## config.mk

```make
export PLATFORM = sky130hd
export DESIGN_NAME = boid_frame_scheduler
export DESIGN_NICKNAME = d
export VERILOG_FILES = /design/src/rtl/boid_pkg.sv /design/src/rtl/edge_detect_sync.sv /design/src/rtl/boid_frame_scheduler.sv
export SDC_FILE = /design/constraint.sdc
export NUM_CORES = 1
export LEC_CHECK = 0
export CAP_MARGIN = 20
export CORE_MARGIN = 4
export CORE_UTILIZATION = 60
export CTS_CLUSTER_SIZE = 16
export DETAILED_ROUTE_END_ITERATION = 10
export DONT_BUFFER_PORTS = 1
export GPL_TIMING_DRIVEN = 0
export PLACE_DENSITY = 0.78
export SETUP_SLACK_MARGIN = 0.3
export SYNTH_ARGS = -nofsm -noshare
export SYNTH_HDL_FRONTEND = slang
export SYNTH_SLANG_ARGS = --single-unit
```

## constraint.sdc

```tcl
create_clock -name clock -period 2.1 [get_ports clock]
set_input_delay 0.105 -clock clock [delete_from_list [all_inputs] [get_ports clock]]
set_output_delay 0.105 -clock clock [all_outputs]
set_load 0.02 [all_outputs]
```

## src/rtl/boid_pkg.sv

```systemverilog
// Shared constants and types for the boid display path.
// The wrapper, VGA controller and frame scheduler all import this package.
package boid_pkg;

  localparam int unsigned VIDEO_WIDTH         = 32'd640;
  localparam int unsigned VIDEO_HEIGHT        = 32'd480;
  localparam int unsigned PIXEL_COUNT         = VIDEO_WIDTH * VIDEO_HEIGHT;
  localparam int unsigned PIXEL_ADDRESS_WIDTH = 32'd19;
  localparam int unsigned MAX_BOIDS           = 32'd64;

  typedef enum logic [1:0] {
    ST_IDLE  = 2'd0,
    ST_SWAP  = 2'd1,
    ST_WRITE = 2'd2,
    ST_STEP  = 2'd3
  } sched_state_e;

  // Addresses at or beyond the visible area are dropped rather than wrapped.
  function automatic logic addr_in_frame(input logic [PIXEL_ADDRESS_WIDTH-1:0] addr,
                                         input int unsigned                    limit);
    logic [32:0] addr_ext;
    logic [32:0] limit_ext;
    addr_ext  = 33'(addr);
    limit_ext = 33'(limit);
    return (addr_ext < limit_ext);
  endfunction

endpackage

```

## src/rtl/edge_detect_sync.sv

```systemverilog
// Synchronous rising-edge detector; the history register resets to 1 so a
// level already high when reset releases is not reported as an edge.
module edge_detect_sync (
  input  logic clock,
  input  logic reset,
  input  logic sig_i,
  output logic rise_o
);

  logic sig_q;

  // History register for the sampled level.
  always_ff @(posedge clock) begin
    if (reset) begin
      sig_q <= 1'b1;
    end else begin
      sig_q <= sig_i;
    end
  end

  assign rise_o = sig_i & ~sig_q;

endmodule

```

## src/rtl/boid_frame_scheduler.sv

```systemverilog
// Per-frame sequencer for the double-buffered boid display: swap buffers,
// plot one pixel per BPU into the back buffer, then strobe the BPUs to step.
module boid_frame_scheduler #(
  parameter int unsigned NUM_BOIDS   = 32'd8,
  parameter int unsigned SEL_WIDTH   = $clog2(NUM_BOIDS),
  parameter int unsigned ADDR_WIDTH  = 32'd19,
  parameter int unsigned PIXEL_COUNT = 32'd307200,
  parameter int unsigned FCNT_WIDTH  = 32'd16
) (
  input  logic                  clock,
  input  logic                  reset,
  input  logic                  screen_end,
  input  logic                  enable,
  input  logic [ADDR_WIDTH-1:0] boid_addr,
  output logic [SEL_WIDTH-1:0]  boid_sel,
  output logic                  pix_we,
  output logic [ADDR_WIDTH-1:0] pix_addr,
  output logic                  buf_swap,
  output logic                  front_buf,
  output logic                  bpu_step,
  output logic                  busy,
  output logic [FCNT_WIDTH-1:0] frame_count,
  output logic                  overrun
);

  import boid_pkg::*;

  localparam logic [SEL_WIDTH-1:0] LAST_SEL = SEL_WIDTH'(NUM_BOIDS - 32'd1);

  sched_state_e          state_q, state_d;
  logic [SEL_WIDTH-1:0]  sel_q, sel_d;
  logic                  front_q, front_d;
  logic                  swap_q, swap_d;
  logic                  step_q, step_d;
  logic                  busy_q, busy_d;
  logic                  we_q, we_d;
  logic [ADDR_WIDTH-1:0] addr_q, addr_d;
  logic [FCNT_WIDTH-1:0] fcnt_q, fcnt_d;
  logic                  overrun_q, overrun_d;
  logic                  event_s;
  logic                  in_range_s;

  edge_detect_sync u_screen_end_edge (
    .clock  (clock),
    .reset  (reset),
    .sig_i  (screen_end),
    .rise_o (event_s)
  );

  assign in_range_s = ({1'b0, boid_addr} < (ADDR_WIDTH + 1)'(PIXEL_COUNT));

  // Next-state and next-output logic; pulse outputs are decoded from the
  // next state so they line up with the state they belong to.
  always_comb begin
    state_d   = state_q;
    sel_d     = sel_q;
    front_d   = front_q;
    we_d      = 1'b0;
    addr_d    = addr_q;
    fcnt_d    = fcnt_q;
    overrun_d = overrun_q;

    if (event_s && (state_q != ST_IDLE)) begin
      overrun_d = 1'b1;
    end else begin
      overrun_d = overrun_q;
    end

    case (state_q)
      ST_IDLE: begin
        if (event_s && enable) begin
          state_d = ST_SWAP;
        end else begin
          state_d = ST_IDLE;
        end
      end
      ST_SWAP: begin
        front_d = ~front_q;
        sel_d   = {SEL_WIDTH{1'b0}};
        state_d = ST_WRITE;
      end
      ST_WRITE: begin
        we_d   = in_range_s;
        addr_d = boid_addr;
        if (sel_q == LAST_SEL) begin
          sel_d   = {SEL_WIDTH{1'b0}};
          state_d = ST_STEP;
        end else begin
          sel_d   = sel_q + {{(SEL_WIDTH-1){1'b0}}, 1'b1};
          state_d = ST_WRITE;
        end
      end
      ST_STEP: begin
        fcnt_d  = fcnt_q + {{(FCNT_WIDTH-1){1'b0}}, 1'b1};
        state_d = ST_IDLE;
      end
      default: begin
        state_d = ST_IDLE;
      end
    endcase

    swap_d = (state_d == ST_SWAP);
    step_d = (state_d == ST_STEP);
    busy_d = (state_d != ST_IDLE);
  end

  // State and output registers.
  always_ff @(posedge clock) begin
    if (reset) begin
      state_q   <= ST_IDLE;
      sel_q     <= {SEL_WIDTH{1'b0}};
      front_q   <= 1'b0;
      swap_q    <= 1'b0;
      step_q    <= 1'b0;
      busy_q    <= 1'b0;
      we_q      <= 1'b0;
      addr_q    <= {ADDR_WIDTH{1'b0}};
      fcnt_q    <= {FCNT_WIDTH{1'b0}};
      overrun_q <= 1'b0;
    end else begin
      state_q   <= state_d;
      sel_q     <= sel_d;
      front_q   <= front_d;
      swap_q    <= swap_d;
      step_q    <= step_d;
      busy_q    <= busy_d;
      we_q      <= we_d;
      addr_q    <= addr_d;
      fcnt_q    <= fcnt_d;
      overrun_q <= overrun_d;
    end
  end

  assign boid_sel    = sel_q;
  assign pix_we      = we_q;
  assign pix_addr    = addr_q;
  assign buf_swap    = swap_q;
  assign front_buf   = front_q;
  assign bpu_step    = step_q;
  assign busy        = busy_q;
  assign frame_count = fcnt_q;
  assign overrun     = overrun_q;

endmodule

```

# Yosys cells after proc, flatten, opt, wreduce, memory -nomap -nowiden
# Index checks and enable logic that the tools add are counted.
# classes
magnitude_cmp,1
mux,5
reduce_logical,7
bitwise_logic,4
eq_ne,6
n_addsub,2
# op_table
operator,n
19-bit less-than comparator (second input constant),1
16-bit by 1-bit adder with 16-bit output (second input constant),1
2-bit case mux with 4 select lines,1
2-bit == test (second input constant),3
3-bit case mux with 2 select lines,1
2-bit nonzero test,3
2-bit by 1-bit == test with 1-bit output (second input constant),2
3-bit by 1-bit adder with 3-bit output (second input constant),1
3-bit == test (second input constant),1
3-bit 2-to-1 mux,1
1-bit inverter,3
1-bit logical AND,2
2-bit zero test,1
1-bit 2-to-1 mux,2
2-bit OR reduction,1
1-bit bitwise AND,1
# totals
out_inout_bits,44
ff_bits,47

# Logic depth before layout (Yosys ltp)
# Gate-level depths: netlist of run 1.
# logic_depth
word_depth,6
depth_mapped,6

# Modules after synthesis
# Synthesis of run 1 repeated with hierarchy kept, for this count alone.
# unflattened
hier_cells,196
hier_area_um2,1894.3
# by_module_without_submodules
module,instances,area_per_inst_um2,cells_per_inst,seq_area_each_um2
boid_frame_scheduler,1,1861.8,193,920.9
edge_detect_sync,1,32.5,3,20.0

# Worst setup path after synthesis of run 1
# No wires, ideal clock.
# synth_path
path_type,register to register
startpoint,"reg fcnt_q[0], in the netlist frame_count[0]"
endpoint,"reg fcnt_q[12], in the netlist frame_count[12]"
synth_period_minus_slack_ns,1.730
arrival_time_ns,1.603
path_stages_with_launch,6
slack_ns,0.370
n_path_buf,0
required_ns,1.973
cell_sequence,dfxtp_1 > ha_1 > inv_1 > or4_4 > xnor2_1 > nor2b_1
# synth_between
elab_chain_cells,1
# synth_lines
item,line_no,text
start: declaration,boid_frame_scheduler.sv:38,"logic [FCNT_WIDTH-1:0] fcnt_q, fcnt_d;"
start signal: assignment,boid_frame_scheduler.sv:118,fcnt_q <= {FCNT_WIDTH{1'b0}};
start signal: assignment,boid_frame_scheduler.sv:129,fcnt_q <= fcnt_d;
16-bit by 1-bit adder with 16-bit output,boid_frame_scheduler.sv:94,"fcnt_d = fcnt_q + {{(FCNT_WIDTH-1){1'b0}}, 1'b1};"
# Every way passes these cells.
# A chain may end at the register's enable or synchronous reset.

# Final worst setup path of run 1
# layout_path
startpoint,reg state_q[0]
endpoint,"reg fcnt_q[12], in the netlist frame_count[12]"
# layout_between
elab_chain_cells,1
# layout_lines
item,line_no,text
start: declaration,boid_frame_scheduler.sv:30,"sched_state_e state_q, state_d;"
start signal: assignment,boid_frame_scheduler.sv:121,state_q <= state_d;
2-bit == test,boid_frame_scheduler.sv:69,case (state_q)
# Every way passes these cells.

==> results_dict.tcl, run 1 <==
set metrics [dict create \
    gp_congestion 0.818 \
    cts_tree "built" \
    wirelength_um 4400 \
    min_period_ps 1740 \
    vdd_drop_max_mv 0.444 \
    whs_ps 32.4 \
    total_power_uw 1550 \
    drv_cap 0 \
    power.switching_fraction_pct 21.2 \
    synthesis.area_um2 1890 \
    antenna_found_initial 0 \
    reg2reg_from "state_q[0]$_SDFF_PP0_" \
    tightestPinTransition_ps 679 \
    min_from "screen_end" \
    floorplan.initialDensity_pct 62.6 \
    slowest_stage "or4_4" \
    ios 67 \
    antenna_cells 0 \
    p_int_uw 1230 \
    startpoint_type "flip-flop" \
    final-instance-count-excl-fill 272 \
    period_share_pct 83.0 \
    drtIter0Drc 87 \
    p_comb_share_pct 5.5 \
    p_sw_uw 329 \
    clk_pin_slew_ps 130 \
    regArea_um2 953 \
    synth_flop_cell "dfxtp_1" \
    p_per_area_nw_per_um2 674 \
    fmax_mhz 574 \
    routed_via_density 5.62 \
    synth_warnings 0 \
    hold_class "primary input to flip-flop" \
    port_buffers 0 \
    synth_edf_count 0 \
    crit_start "state_q[0]$_SDFF_PP0_" \
    drc_errors 0 \
    cts-root-buf "clkbuf_4" \
    async_flop_share_pct 0 \
    synth_nets 226 \
    tns_ps 0 \
    wl_per_cell_um 16.2 \
    maxSlewViolCount 0 \
    drive_gt1_share_pct 12.7 \
    fin_worst_skew_ps 10.3 \
    dpl.hpwl_um 2800 \
    syn_to_final_growth_pct 21.8 \
    critPathRequiredTime_ps 2330 \
    worstSetupEndpointType "flip-flop" \
    rsz0062_at_grt "false" \
    crit_chain "ha_4 > buf_6 > nand4_1 > or4_4 > xnor2_1 > nor2b_1" \
    layout.nets 258 \
    hold_viol_final 0 \
    p_clk_share_pct 35.6 \
    die_h_um 64.2 \
    multi_input_area_um2 918 \
    nFillCells 204 \
    grt_max_degree 15 \
    cts_inserted_buffers 5 \
    clock_latency_ps 350 \
    p_seq_share_pct 58.9 \
    worst-setup-path-type "flip-flop to flip-flop" \
    cts_max_path_buffers 2 \
    grt_pass1_vias 1489 \
    cts_max_level 2 \
    num_rows 20 \
    grtUsageTotal_pct 21.7 \
    slowest_delay_ps 580 \
    finalSetupViolCount 0 \
    ys_types 34 \
    via_count 1529 \
    status "completed" \
    clkSinkCount 47 \
    ys_ff_latch 47 \
    synth_cells 195 \
    die_area_um2 4120 \
    path_max_fanout 6 \
    worst_ep_arrival_time_ps 1970 \
    grt_pass1_wl_um 7020 \
    dpl.cell_count 239 \
    power_leakage_uw 0.000844 \
    ant_nets 0 \
    firstDrtPassIters 4 \
    relSlewSlack_pct 54.7 \
    chipWidth_um 64.2 \
    gr-total-overflow 0 \
    syn_avg_cell_area_um2 9.71 \
    core_area_um2 3030 \
    ys_seq_area_share_pct 49.7 \
]
cell type report:
class	instances	area share (%)
Multi-Input combinational cell	136	39.8
Sequential cell	47	41.3
Buffer	8	1.68
Clock inverter	2	1.52
Timing Repair Buffer	25	10.4
Clock buffer	6	2.22
Inverter	4	0.651
Tap cell	44	2.39
flip-flops by register name, indices dropped and copies added, names as in the netlist:
signal / cells
state_q: 2
overrun: 1
frame_count: 16
bpu_step: 1
boid_sel: 3
front_buf: 1
pix_addr: 19
buf_swap: 1
u_screen_end_edge.sig_q: 1
busy: 1
pix_we: 1
per-layer routing:
layer  vias up  track usage [%]  part of all wire, %
met1       722             25.4                   41
met3         7             7.73                   10
met5         -                0                    0
met2        72             36.9                   48
li1        728                -                    -
met4         0             7.12                  1.3
through the flow:
step / worst slack, ps / instance area, um2 / utilization, %
6_report: 358 / 2310 / 76.2
5_1_grt: 302 / 2310 / 76.2
4_1_cts: 314 / 2250 / 74.4
3_5_place_dp: 213 / 1950 / 64.4
3_3_place_gp: 250 / 1950 / 64.4
2_1_floorplan: 370 / 1890 / -
power by group through the flow:
stage / Clock, uW / Combinational, uW / Sequential (uW)
after floorplan: 0 / 38.0 / 934
after global placement: 0 / 45.3 / 936
after detailed placement: 0 / 47.5 / 936
after CTS: 562 / 81.3 / 916
after global routing: 609 / 92.8 / 916
final: 554 / 85.9 / 915
cell usage in the layout, fill, tap and decap left out, types with 2 or more instances in the layout:
cell type,Yosys,routed
mux2_2,3,3
dfxtp_4,0,2
mux2i_1,20,20
dfxtp_1,47,41
nand4_1,5,5
xor2_1,6,6
inv_1,4,4
dfxtp_2,0,4
and4_1,2,2
dlygate4sd3_1,0,21
xnor2_1,5,5
nand2_1,8,8
nor3_1,5,5
clkbuf_4,0,5
clkbuf_1,4,4
nand3_1,7,7
buf_1,2,2
a21oi_1,7,7
buf_4,1,4
nor2_1,40,40
ha_1,8,6
nand2b_1,2,2
nor2b_1,4,4
worst max-delay path, delay by kind of cell (launching register included):
kind | cells | cell delay [ps]
and+or+nand+nor | 3 | 870
xor gates and xnor gates | 1 | 140
adders and majority gates | 1 | 130
buffers and inverters | 1 | 110
DFF | 1 | 390
Yosys cell counts, types with 2 or more instances:
master,instances,area (um2)
a21oi_1,7,35.0
and4_1,2,17.5
buf_1,2,7.51
clkbuf_1,4,15.0
dfxtp_1,47,941
ha_1,8,100
inv_1,4,15.0
mux2_2,3,33.8
mux2i_1,20,200
nand2_1,8,30.0
nand2b_1,2,12.5
nand3_1,7,35.0
nand4_1,5,31.3
nor2_1,40,150
nor2b_1,4,25.0
nor3_1,5,25.0
xnor2_1,5,43.8
xor2_1,6,52.6
logic make-up (layout without fill, tap and decap cells):
family                     count (synthesis)  in the layout  share of synthesized area (%)
AOI/OAI and AO/OA                         12             12                           3.83
buffers and inverters                     12             45                           2.64
adders and majority gates                  8              8                           5.28
muxes                                     23             23                           12.4
and+or+nand+nor                           82             82                           21.1
DFF                                       47             47                           49.7
xor gates and xnor gates                  11             11                           5.09
final timing paths:
| path | slack [ps] | cells after the start | end |
|---|---|---|---|
| hold / removal | 30 | 3 | overrun$_SDFFE_PP0P_ |
| setup / recovery | 360 | 6 | frame_count[12]$_SDFFE_PP0N_ |
| setup reg to reg | 360 | 6 | frame_count[12]$_SDFFE_PP0N_ |
| hold reg to reg | 550 | 3 | overrun$_SDFFE_PP0P_ |
timing repair:
item                                   in CTS  in global routing
setup endpoints to repair                   1                  4
endpoints found under the hold margin      24                  0
gates resized for setup                     4                  8
hold buffers                               21                  0
pin swaps                                   0                  1
buffers inserted                            0                  4
No activity file was read; power rests on OpenSTA's default activity.
==> inputs of run 2 (changes only) <==
Clock period 2.1 ns to 1.74 ns, I/O delays scaled along.
==> run 2 against run 1 <==
Net effect: power increased by 22%; maximum frequency increased by 5.6%; final area increased by 11%; critical path type unchanged; setup slack got worse by 270 ps.
==> results_dict.tcl, run 2 (synthesis gave the netlist of run 1 again) <==
set metrics [dict create \
    status "completed" \
    layout_common_cells "39 x nor2_1, 31 x dfxtp_1, 21 x dlygate4sd3_1" \
    antenna_cells 0 \
    floorplan.initialDensity_pct 62.6 \
    cts_max_path_buffers 2 \
    drc_errors 0 \
    final-instance-count-excl-fill 280 \
    num_rows 20 \
    worst_ep_arrival_time_ps 1890 \
    clkSinkCount 47 \
    whs_ps 5.75 \
    die_h_um 64.2 \
    r2r_slack_ps 90 \
    finalSetupViolCount 0 \
    firstDrtPassIters 4 \
    mostFrequentLayoutCell "nor2_1" \
    rsz0062_at_grt "true" \
    wirelength_um 4720 \
    core_area_um2 3030 \
    power_leakage_uw 0.000979 \
    drive_gt1_share_pct 26.7 \
    p_per_area_nw_per_um2 736 \
    min_period_ps 1650 \
    antenna_found_initial 0 \
    tns_ps 0 \
    cts_inserted_buffers 5 \
    period_share_pct 94.8 \
    cts-root-buf "clkbuf_4" \
    postLayoutCellArea_um2 2570 \
    worstSetupEndpointType "flip-flop" \
    grt_pass1_wl_um 7260 \
    drv_cap 0 \
    port_buffers 0 \
    syn_to_final_growth_pct 35.7 \
    clock_latency_ps 360 \
    grt_pass1_vias 1520 \
    tightestPinTransition_ps 507 \
    placed_area_um2 1980 \
    fmax_mhz 606 \
    layout.nets 266 \
    dpl.hpwl_um 2810 \
    clk_pin_slew_ps 130 \
    relSlewSlack_pct 66.2 \
    gp_congestion 0.788 \
    critPathRequiredTime_ps 1990 \
    wl_per_cell_um 16.9 \
    chipWidth_um 64.2 \
    pre_cts_ws_ps 7.60 \
    via_count 1534 \
    cts_tree "built" \
    startpoint_type "flip-flop" \
    ios 67 \
    worst_slack_ps 90.5 \
    gr-total-overflow 0 \
    largest_reg_flops 19 \
    worst-setup-path-type "flip-flop to flip-flop" \
    grtUsageTotal_pct 22.3 \
    fin_worst_skew_ps 6.34 \
    hold_class "primary input to flip-flop" \
    vdd_drop_max_mv 0.752 \
    dpl.cell_count 239 \
    ant_nets 0 \
    die_area_um2 4120 \
    drtIter0Drc 66 \
    path_max_fanout 3 \
    cts_max_level 2 \
    grt_max_degree 15 \
    hold_viol_final 0 \
    routed_via_density 5.48 \
    maxSlewViolCount 0 \
]
## run 2: what timing repair did
action                                  CTS  global route
endpoints found under the setup margin   18            34
pin swaps                                 7            11
gates resized for setup                  23            35
endpoints found under the hold margin    25             0
hold buffers                             21             0
gates cloned                              0             1
setup buffers                             6             5
## run 2: critical path, cell delays in order, from the launching register on
cell and delay [ps]:
dfxtp_4 380, ha_4 120, buf_6 90, nand4_1 120
or4_4 530, xnor2_2 150, nor2b_1 140
## run 2: final timing paths
check / to / start / cells after the start
worst min register to register: overrun$_SDFFE_PP0P_ / u_screen_end_edge.sig_q$_SDFF_PP1_ / 3
worst max-delay path: frame_count[12]$_SDFFE_PP0N_ / state_q[1]$_SDFF_PP0_ / 6
worst min-delay path: pix_we$_SDFF_PP0_ / boid_addr[14] / 3
worst max register to register: frame_count[12]$_SDFFE_PP0N_ / state_q[1]$_SDFF_PP0_ / 6
## run 2: area by class of cell
| type | instances | area [um2] |
|---|---|---|
| well taps | 44 | 55.1 |
| fillers | 177 | 458 |
| plain buffers | 8 | 52.6 |
| inverters | 4 | 23.8 |
| clock inverters | 2 | 35.0 |
| multi-input cells | 136 | 1060 |
| repair buffers | 33 | 310 |
| flip-flops and latches | 47 | 981 |
| clock buffers | 6 | 51.3 |
## run 2: where the power goes
part / internal, uW / switching (uW) / leakage, uW
clock network: 340 / 343 / 0.0000482
registers: 1080 / 19.2 / 0.000390
logic: 61.2 / 53.7 / 0.000541
## run 2: metal layers
| metal | GRT usage (%) | part of all wire, % | vias to the layer above |
|---|---|---|---|
| li1 | - | - | 741 |
| met2 | 36.8 | 50 | 56 |
| met1 | 27.3 | 40 | 727 |
| met3 | 7.73 | 8.2 | 10 |
| met5 | 0 | 0 | - |
| met4 | 7.12 | 1.8 | 0 |
## run 2: metrics by stage
step                power, uW  utilization [%]
CTS                      1890             79.0
detailed placement       1190             65.3
global placement         1190             65.3
floorplan                1170                -
finish                   1890             84.9
global route             1950             84.9
